`config.mk`:
```
export PLATFORM = sky130hd
export DESIGN_NAME = eth_tx_arb
export DESIGN_NICKNAME = d
export VERILOG_FILES = /design/src/rtl/eth_tx_arb.sv
export SDC_FILE = /design/constraint.sdc
export NUM_CORES = 1
export LEC_CHECK = 0
export CORE_AREA = 2 2 126 128
export CTS_CLUSTER_SIZE = 28
export DETAILED_ROUTE_END_ITERATION = 8
export DIE_AREA = 0 0 128 130
export GPL_ROUTABILITY_DRIVEN = 0
export PLACE_DENSITY_LB_ADDON = 0.12
export SLEW_MARGIN = 20
export SYNTH_ARGS = -nofsm -noshare
export SYNTH_HDL_FRONTEND = slang
export SYNTH_SLANG_ARGS = --single-unit
```
`constraint.sdc`:
```
create_clock -name eth_clk -period 3.45 [get_ports eth_clk]
set_clock_uncertainty 0.2 [all_clocks]
set_input_delay 1.035 -clock eth_clk [delete_from_list [all_inputs] [get_ports eth_clk]]
set_output_delay 1.035 -clock eth_clk [all_outputs]
set_load 0.05 [all_outputs]
```
`src/rtl/eth_tx_arb.sv`:
```
// eth_tx_arb: packet-granular round-robin arbiter sharing one 64-bit AXI-Stream
// TX path toward the Ethernet MAC between N_REQ producers.
//   eth_clk, eth_rst_n          : clock, async active-low reset
//   s_tvalid/s_tready/s_tlast   : per-requester handshake and end of frame
//   s_tkeep/s_tdata             : per-requester byte enables / data, lane i at [8i+:8] / [64i+:64]
//   m_tvalid/m_tready/m_tlast   : master handshake and end of frame toward the MAC
//   m_tkeep/m_tdata/m_tuser     : master byte enables / data / bad-frame marker
//   grant                       : one-hot current owner, zero when no owner
//   abort_cnt                   : saturating count of watchdog aborts
module eth_tx_arb #(
   parameter int unsigned N_REQ       = 3,
   parameter int unsigned GAP_CYC     = 1,
   parameter int unsigned TIMEOUT_CYC = 1024
) (
   input  logic                eth_clk,
   input  logic                eth_rst_n,
   input  logic [N_REQ-1:0]    s_tvalid,
   output logic [N_REQ-1:0]    s_tready,
   input  logic [N_REQ-1:0]    s_tlast,
   input  logic [N_REQ*8-1:0]  s_tkeep,
   input  logic [N_REQ*64-1:0] s_tdata,
   output logic                m_tvalid,
   input  logic                m_tready,
   output logic                m_tlast,
   output logic [7:0]          m_tkeep,
   output logic [63:0]         m_tdata,
   output logic                m_tuser,
   output logic [N_REQ-1:0]    grant,
   output logic [15:0]         abort_cnt
);

   localparam int unsigned IDX_W = (N_REQ > 1) ? $clog2(N_REQ) : 1;
   localparam int unsigned GAP_W = 4;
   localparam int unsigned WD_W  = (TIMEOUT_CYC > 1) ? $clog2(TIMEOUT_CYC + 1) : 1;

   typedef enum logic [1:0] {
      ST_IDLE  = 2'd0,
      ST_PASS  = 2'd1,
      ST_ABORT = 2'd2,
      ST_GAP   = 2'd3
   } state_t;

   state_t               state_q, state_d;
   logic [N_REQ-1:0]     grant_q, grant_d;
   logic [IDX_W-1:0]     gidx_q, gidx_d;
   logic [IDX_W-1:0]     rr_ptr_q, rr_ptr_d;
   logic [GAP_W-1:0]     gap_cnt_q, gap_cnt_d;
   logic [WD_W-1:0]      wd_cnt_q, wd_cnt_d;
   logic                 started_q, started_d;
   logic [15:0]          abort_cnt_q, abort_cnt_d;

   logic                 g_valid, g_last;
   logic [7:0]           g_keep;
   logic [63:0]          g_data;
   logic                 arb_hit;
   logic [IDX_W-1:0]     arb_idx;
   int unsigned          cand;

   function automatic logic [IDX_W-1:0] next_idx(input logic [IDX_W-1:0] i);
      return (i == IDX_W'(N_REQ - 1)) ? '0 : i + IDX_W'(1);
   endfunction

   // Select the granted requester's stream.
   always_comb begin : granted_mux
      g_valid = 1'b0;
      g_last  = 1'b0;
      g_keep  = '0;
      g_data  = '0;
      for (int unsigned i = 0; i < N_REQ; i++) begin
         if (gidx_q == IDX_W'(i)) begin
            g_valid = s_tvalid[i];
            g_last  = s_tlast[i];
            g_keep  = s_tkeep[i*8 +: 8];
            g_data  = s_tdata[i*64 +: 64];
         end
      end
   end

   // First valid requester at or after rr_ptr, wrapping.
   always_comb begin : rr_search
      arb_hit = 1'b0;
      arb_idx = '0;
      cand    = 0;
      for (int unsigned k = 0; k < N_REQ; k++) begin
         cand = 32'(rr_ptr_q) + k;
         if (cand >= N_REQ) cand = cand - N_REQ;
         if (!arb_hit && s_tvalid[IDX_W'(cand)]) begin
            arb_hit = 1'b1;
            arb_idx = IDX_W'(cand);
         end
      end
   end

   // State register.
   always_ff @(posedge eth_clk or negedge eth_rst_n) begin
      if (!eth_rst_n) begin
         state_q     <= ST_IDLE;
         grant_q     <= '0;
         gidx_q      <= '0;
         rr_ptr_q    <= '0;
         gap_cnt_q   <= '0;
         wd_cnt_q    <= '0;
         started_q   <= 1'b0;
         abort_cnt_q <= '0;
      end else begin
         state_q     <= state_d;
         grant_q     <= grant_d;
         gidx_q      <= gidx_d;
         rr_ptr_q    <= rr_ptr_d;
         gap_cnt_q   <= gap_cnt_d;
         wd_cnt_q    <= wd_cnt_d;
         started_q   <= started_d;
         abort_cnt_q <= abort_cnt_d;
      end
   end

   // Next-state logic.
   always_comb begin : next_state
      state_d     = state_q;
      grant_d     = grant_q;
      gidx_d      = gidx_q;
      rr_ptr_d    = rr_ptr_q;
      gap_cnt_d   = gap_cnt_q;
      wd_cnt_d    = wd_cnt_q;
      started_d   = started_q;
      abort_cnt_d = abort_cnt_q;
      case (state_q)
         ST_IDLE: begin
            if (arb_hit) begin
               state_d   = ST_PASS;
               grant_d   = N_REQ'(1) << arb_idx;
               gidx_d    = arb_idx;
               wd_cnt_d  = '0;
               started_d = 1'b0;
            end
         end
         ST_PASS: begin
            if (g_valid && m_tready) begin
               wd_cnt_d  = '0;
               started_d = 1'b1;
               if (g_last) begin
                  rr_ptr_d  = next_idx(gidx_q);
                  grant_d   = '0;
                  gap_cnt_d = '0;
                  state_d   = (GAP_CYC > 0) ? ST_GAP : ST_IDLE;
               end
            end else if (TIMEOUT_CYC != 0 && started_q && !g_valid) begin
               // Only source starvation after the first beat counts toward the timeout.
               if (32'(wd_cnt_q) + 32'd1 >= TIMEOUT_CYC) begin
                  wd_cnt_d = '0;
                  state_d  = ST_ABORT;
               end else begin
                  wd_cnt_d = wd_cnt_q + WD_W'(1);
               end
            end
         end
         ST_ABORT: begin
            if (m_tready) begin
               if (abort_cnt_q != 16'hFFFF) abort_cnt_d = abort_cnt_q + 16'd1;
               rr_ptr_d  = next_idx(gidx_q);
               grant_d   = '0;
               gap_cnt_d = '0;
               state_d   = (GAP_CYC > 0) ? ST_GAP : ST_IDLE;
            end
         end
         ST_GAP: begin
            if (gap_cnt_q == GAP_W'(GAP_CYC - 1)) begin
               gap_cnt_d = '0;
               state_d   = ST_IDLE;
            end else begin
               gap_cnt_d = gap_cnt_q + GAP_W'(1);
            end
         end
         default: state_d = ST_IDLE;
      endcase
   end

   // Output decode: pass-through in PASS, poisoned terminator in ABORT.
   always_comb begin : out_decode
      m_tvalid = 1'b0;
      m_tlast  = 1'b0;
      m_tuser  = 1'b0;
      m_tkeep  = '0;
      m_tdata  = '0;
      s_tready = '0;
      case (state_q)
         ST_PASS: begin
            m_tvalid = g_valid;
            m_tlast  = g_last;
            m_tkeep  = g_keep;
            m_tdata  = g_data;
            s_tready = grant_q & {N_REQ{m_tready}};
         end
         ST_ABORT: begin
            m_tvalid = 1'b1;
            m_tlast  = 1'b1;
            m_tuser  = 1'b1;
         end
         default: ;
      endcase
   end

   assign grant     = grant_q;
   assign abort_cnt = abort_cnt_q;

endmodule

```
### Yosys cells after proc, flatten, opt, wreduce, memory -nomap -nowiden

Cells that the tools add are included.

* bits in registers: 41
* word-level logic and storage cells: 127

* add/subtract/negate cells: 10
* magnitude comparators: 7
* eq/ne operators: 14
* shifts and indexed selects: 1
* multiplexer cells: 64
* bitwise operators: 1
* reductions and logical operators: 22

Operators with widths (count)
* $mux W64: 4
* $mux W11: 4
* $mux W2: 17
* $mux W8: 4
* $pmux W11 S2: 1
* $add A16 B1 Y16 const B: 1
* $mux W4: 4
* $ne A16 B16 Y1 const B: 1
* $mux W1: 15
* $mux W3: 5
* $add A11 B1 Y12 const B: 1
* $ge A12 B11 Y1 const B: 1
* $pmux W4 S3: 1
* $add A11 B1 Y11 const B: 1
* $ne A2 B2 Y1 const B: 5
* $lt A2 B3 Y1 const B: 3
* $ne A3 B3 Y1 const B: 3
* $pmux W3 S3: 1
* $reduce_and A3 Y1: 3
* $pmux W2 S4: 1
* $reduce_and A4 Y1: 2
* $bmux W1 S2: 3
* $eq A2 B2 Y1 const B: 3
* $ge A3 B2 Y1 const B: 2
* 20 further kinds: 33

### Depth between registers and ports, before layout

Gate-level depths: netlist (run 1).

* word-level depth: 14
* mapped depth: 8
* mapped depth without buffers: 7

### Least setup slack after synthesis (run 1)

No wires, ideal clock.

* path type: input -> output
* from: input s_tlast[1]
* to: output m_tlast
* data arrival time: 2121 ps
* path slack: 94 ps
* cell stages on the path: 4
* cell sequence: mux2i_1 > o2bb2ai_2 > a21oi_1 > nor2b_1

* cells in the longest elaborated chain, start to end: 3

Ends and longest elaborated chain
* start, declared: RTL line 19 `input logic [N_REQ-1:0] s_tlast,`
* $mux W1 (2 in series): RTL line 70 `if (gidx_q == IDX_W'(i)) begin`
* $pmux W1 S2: RTL line 186 `case (state_q)`
* end, declared: RTL line 24 `output logic m_tlast,`

No other way between the ends.

### Final worst setup path (run 1)

* from: input s_tdata[94]
* to: output m_tdata[30]

* cells in the longest elaborated chain, start to end: 3

Ends and longest elaborated chain
* start, declared: RTL line 21 `input logic [N_REQ*64-1:0] s_tdata,`
* $mux W64 (2 in series): RTL line 70
* $mux W64: RTL line 186
* end, declared: RTL line 26 `output logic [63:0] m_tdata,`

No other way between the ends.

==> flow_summary.toml, run 1 <==
[logic_synthesis]
yosys_register_bits = 41
ys_warn_count = 0
synth_top_area_share_pct = 23.4
syn_area_sq_um = 4380
netlist_instances = 586
synth_top_cell_by_area = "dfrtp_1"
async_reset_ff_share_pct = 100
synth_ff_type = "dfrtp_1"
synthTopCellsByArea = "dfrtp_1 (23%), mux2i_1 (17%), nor2_1 (14%), a21oi_1 (9.1%), ha_1 (3.4%)"
syn_nets = 823
ys_types = 65
ys_seq_area_share_pct = 23.4
synth_edf_count = 0
syn_area_per_cell_sq_um = 7.48

[pwr]
peakVddDrop_mv = 0.409
finalPower_mw = 7.20
p_leak_nw = 3.71
power_density_nw_per_um2 = 806

[timing]
setup_ws_ns = 0.0321
rsz0062_at_grt = "no"
slew_headroom_pct = 51.0
max_freq_mhz = 293
hold_viol_final = 0
worstMarginPinSlew_ns = 0.734
setup_tns_ns = 0
period_needed_ns = 3.42
slew_violations = 0
period_share_pct = 99.1
setup_violations = 0

[route]
drc = 0
vias = 5605
firstDrtPassIters = 5
wl_mm = 21.2
wire_per_inst_um = 19.1
drt_iter0_drc = 360
post_drt_via_cell_ratio = 5.07
drtAntennaViolNets = 0

[hold_path]
whs_path_depth = 1
hp-class = "flip-flop to flip-flop"
hold_path_startpoint = "abort_cnt[9]"
hold_end = "abort_cnt[9]"

[clock_network]
numClockSinks = 41
cts_max_path_buffers = 2
clk-insertion-delay-late_ns = 0.29
cts_made_buffers = 5
path_clk_slew_ns = 0.07
cts_tree = "built"
cts_root_buf = "clkbuf_16"
cts-htree-levels = 2

[die]
die_w_um = 128
initial_core_util_pct = 28.4
coreArea_sq_um = 15400
die_area_sq_um = 16600
top_level_ports = 322
fp.dieH_um = 130
num_rows = 46

[global_route]
grt_usage_pct = 23.8
grt_pass1_wl_mm = 30.6
grt_pass1_vias = 5616
grt_antenna_before_repair = 8
globalRouteOverflowTotal = 0
grt_max_degree = 82

[setup_path]
rr_startpoint = "gidx_q[0]"
worstRegToRegCells = 7
worstSetupPathType = "primary input to primary output"
crit_fanout = 1
regToRegEndpoint = "wd_cnt_q[5]"
rrSetupSlack_ns = 0.64
cp-end-kind = "primary output"
cp.arrival_ns = 2.18
required_ns = 2.21
worstSetupStartpointType = "primary input"

[final_layout]
fin_nets = 1142
drive_above_1_share_pct = 16.1
nFillCells = 1422
area.growth.synth_to_final_pct = 104

[run]
maxCapViolCount = 0

[outcome]
outcome = "complete, no violations"

[placement]
port_buffers = 321
post-place-ws_ns = -0.121
dpl.hpwl_mm = 17.3
-- what timing repair did --
item,in CTS,in global routing
resized for setup,5,6
hold buffers,0,0
endpoints found under the hold margin,0,0
buffers inserted,0,4
pin swaps,2,2
endpoints found under the setup margin,3,6
-- per-stage QoR --
stage	instances	hold WS (ns)	area (sq um)	utilization [%]
after floorplan	586	0.293	4380	-
after global placement	1086	0.270	8680	56.3
after detailed placement	1086	0.287	8680	56.3
after CTS	1094	0.293	8850	57.4
after global routing	1106	0.328	8930	57.9
final	1106	0.301	8930	57.9
-- worst max-delay path by stage --
stage	start	to	slack [ns]	cells after the start
global placement	s_tlast[1]	m_tlast	-0.14	6
global route	s_tdata[14]	m_tdata[14]	0.007	6
finish	s_tdata[94]	m_tdata[30]	0.03	6
floorplan	s_tlast[1]	m_tlast	0.09	4
detailed placement	s_tlast[1]	m_tlast	-0.12	6
CTS	s_tkeep[7]	m_tkeep[7]	0.002	6
-- synthesized netlist by cell type (2+ instances only) --
cell       count
a211o_1        3
a211oi_1       6
a21boi_0       2
a21oi_1       80
a21oi_2        2
a22o_1         4
a311oi_1       2
a31oi_1        2
and2_1         2
and3_1        15
buf_1          8
buf_2          6
buf_4          3
clkbuf_1      22
dfrtp_1       41
ha_1          12
inv_1         19
mux2_2         9
mux2i_1       75
nand2_1       12
nand2b_1       3
nand3_1       14
nand3b_1       2
nand4_1        6
nor2_1       160
nor2b_1        5
o2111ai_1      2
o211ai_1       2
o21a_1         2
o21ai_0        7
o22ai_1        5
o2bb2ai_1      2
o41ai_1        5
or3_1          2
xnor2_1        8
xor2_1         7
-- layer usage --
metal,share of wire [%],vias to the layer above,GRT usage [%],routed length (um)
met4,2.8,0,9.70,584
met1,36,2674,26.1,7690
met2,56,193,44.5,11800
met3,5.3,28,5.21,1130
li1,-,2710,-,-
met5,0,-,0,0
-- layout make-up --
type | count | area (sq um) | share of cell area, %
flip-flops and latches | 41 | 1030 | 11.5
multi-input cells | 486 | 3140 | 35.1
inverters | 20 | 75.1 | 0.841
well taps | 192 | 240 | 2.69
repair buffers | 351 | 4260 | 47.7
clock inverters | 3 | 46.3 | 0.518
diodes | 8 | 20.0 | 0.224
clock buffers | 5 | 125 | 1.40
-- critical path, cell delays in order --
cell and delay (ns):
clkdlybuf4s50_1 0.55, mux2i_1 0.10, nor2_1 0.10, a21oi_1 0.05
nor2_1 0.18, buf_12 0.17
-- power breakdown --
part | switching [mW] | total (mW) | leakage [nW] | internal (mW)
clock network | 0.196 | 0.539 | 0.0801 | 0.342
registers | 0.110 | 0.691 | 0.548 | 0.581
logic | 3.36 | 5.97 | 3.08 | 2.61
total | 3.67 | 7.20 | 3.71 | 3.53
-- cell families after synthesis --
logic type	after synthesis	synth area share, %
xor+xnor	15	3.00
fa+ha+maj	12	3.43
compound gates	141	20.9
flops	41	23.4
simple gates	232	23.6
buf+inv	59	5.48
mux	86	20.2
-- registers in the layout, indices dropped and copies added (netlist names) --
name       flops
wd_cnt_q      11
grant          3
rr_ptr_q       2
gap_cnt_q      4
gidx_q         2
abort_cnt     16
state_q        2
started_q      1
-- cell usage in the layout, fill, tap and decap left out, drive strengths merged, types with 7 or more instances in the layout --
master         instances
inv                   20
clkdlybuf4s50        238
dfrtp                 41
mux2i                 76
diode                  8
a21oi                 82
and3                  16
nand3                 15
mux2                  10
nor2                 160
xor2                   7
nand2                 12
buf                  108
o21ai                  8
ha                    12
xnor2                  8
Note: power is estimated with default switching activity, not from simulation.
==> run 2, diff against run 1 <==
--- a/config.mk
+++ b/config.mk
@@ -10,6 +10,7 @@
 export DETAILED_ROUTE_END_ITERATION = 8
 export DIE_AREA = 0 0 128 130
 export GPL_ROUTABILITY_DRIVEN = 0
+export HOLD_SLACK_MARGIN = 0.08
 export PLACE_DENSITY_LB_ADDON = 0.12
 export SLEW_MARGIN = 20
 export SYNTH_ARGS = -nofsm -noshare
==> results of run 2 <==
Final layout, timing and power as in run 1 (identical DEF).
==> run 3, diff against run 2 <==
--- a/config.mk
+++ b/config.mk
@@ -6,6 +6,7 @@
 export NUM_CORES = 1
 export LEC_CHECK = 0
 export CORE_AREA = 2 2 126 128
+export CTS_CLUSTER_DIAMETER = 120
 export CTS_CLUSTER_SIZE = 28
 export DETAILED_ROUTE_END_ITERATION = 8
 export DIE_AREA = 0 0 128 130
==> results of run 3 <==
Final layout, timing and power as in run 1 (identical DEF).
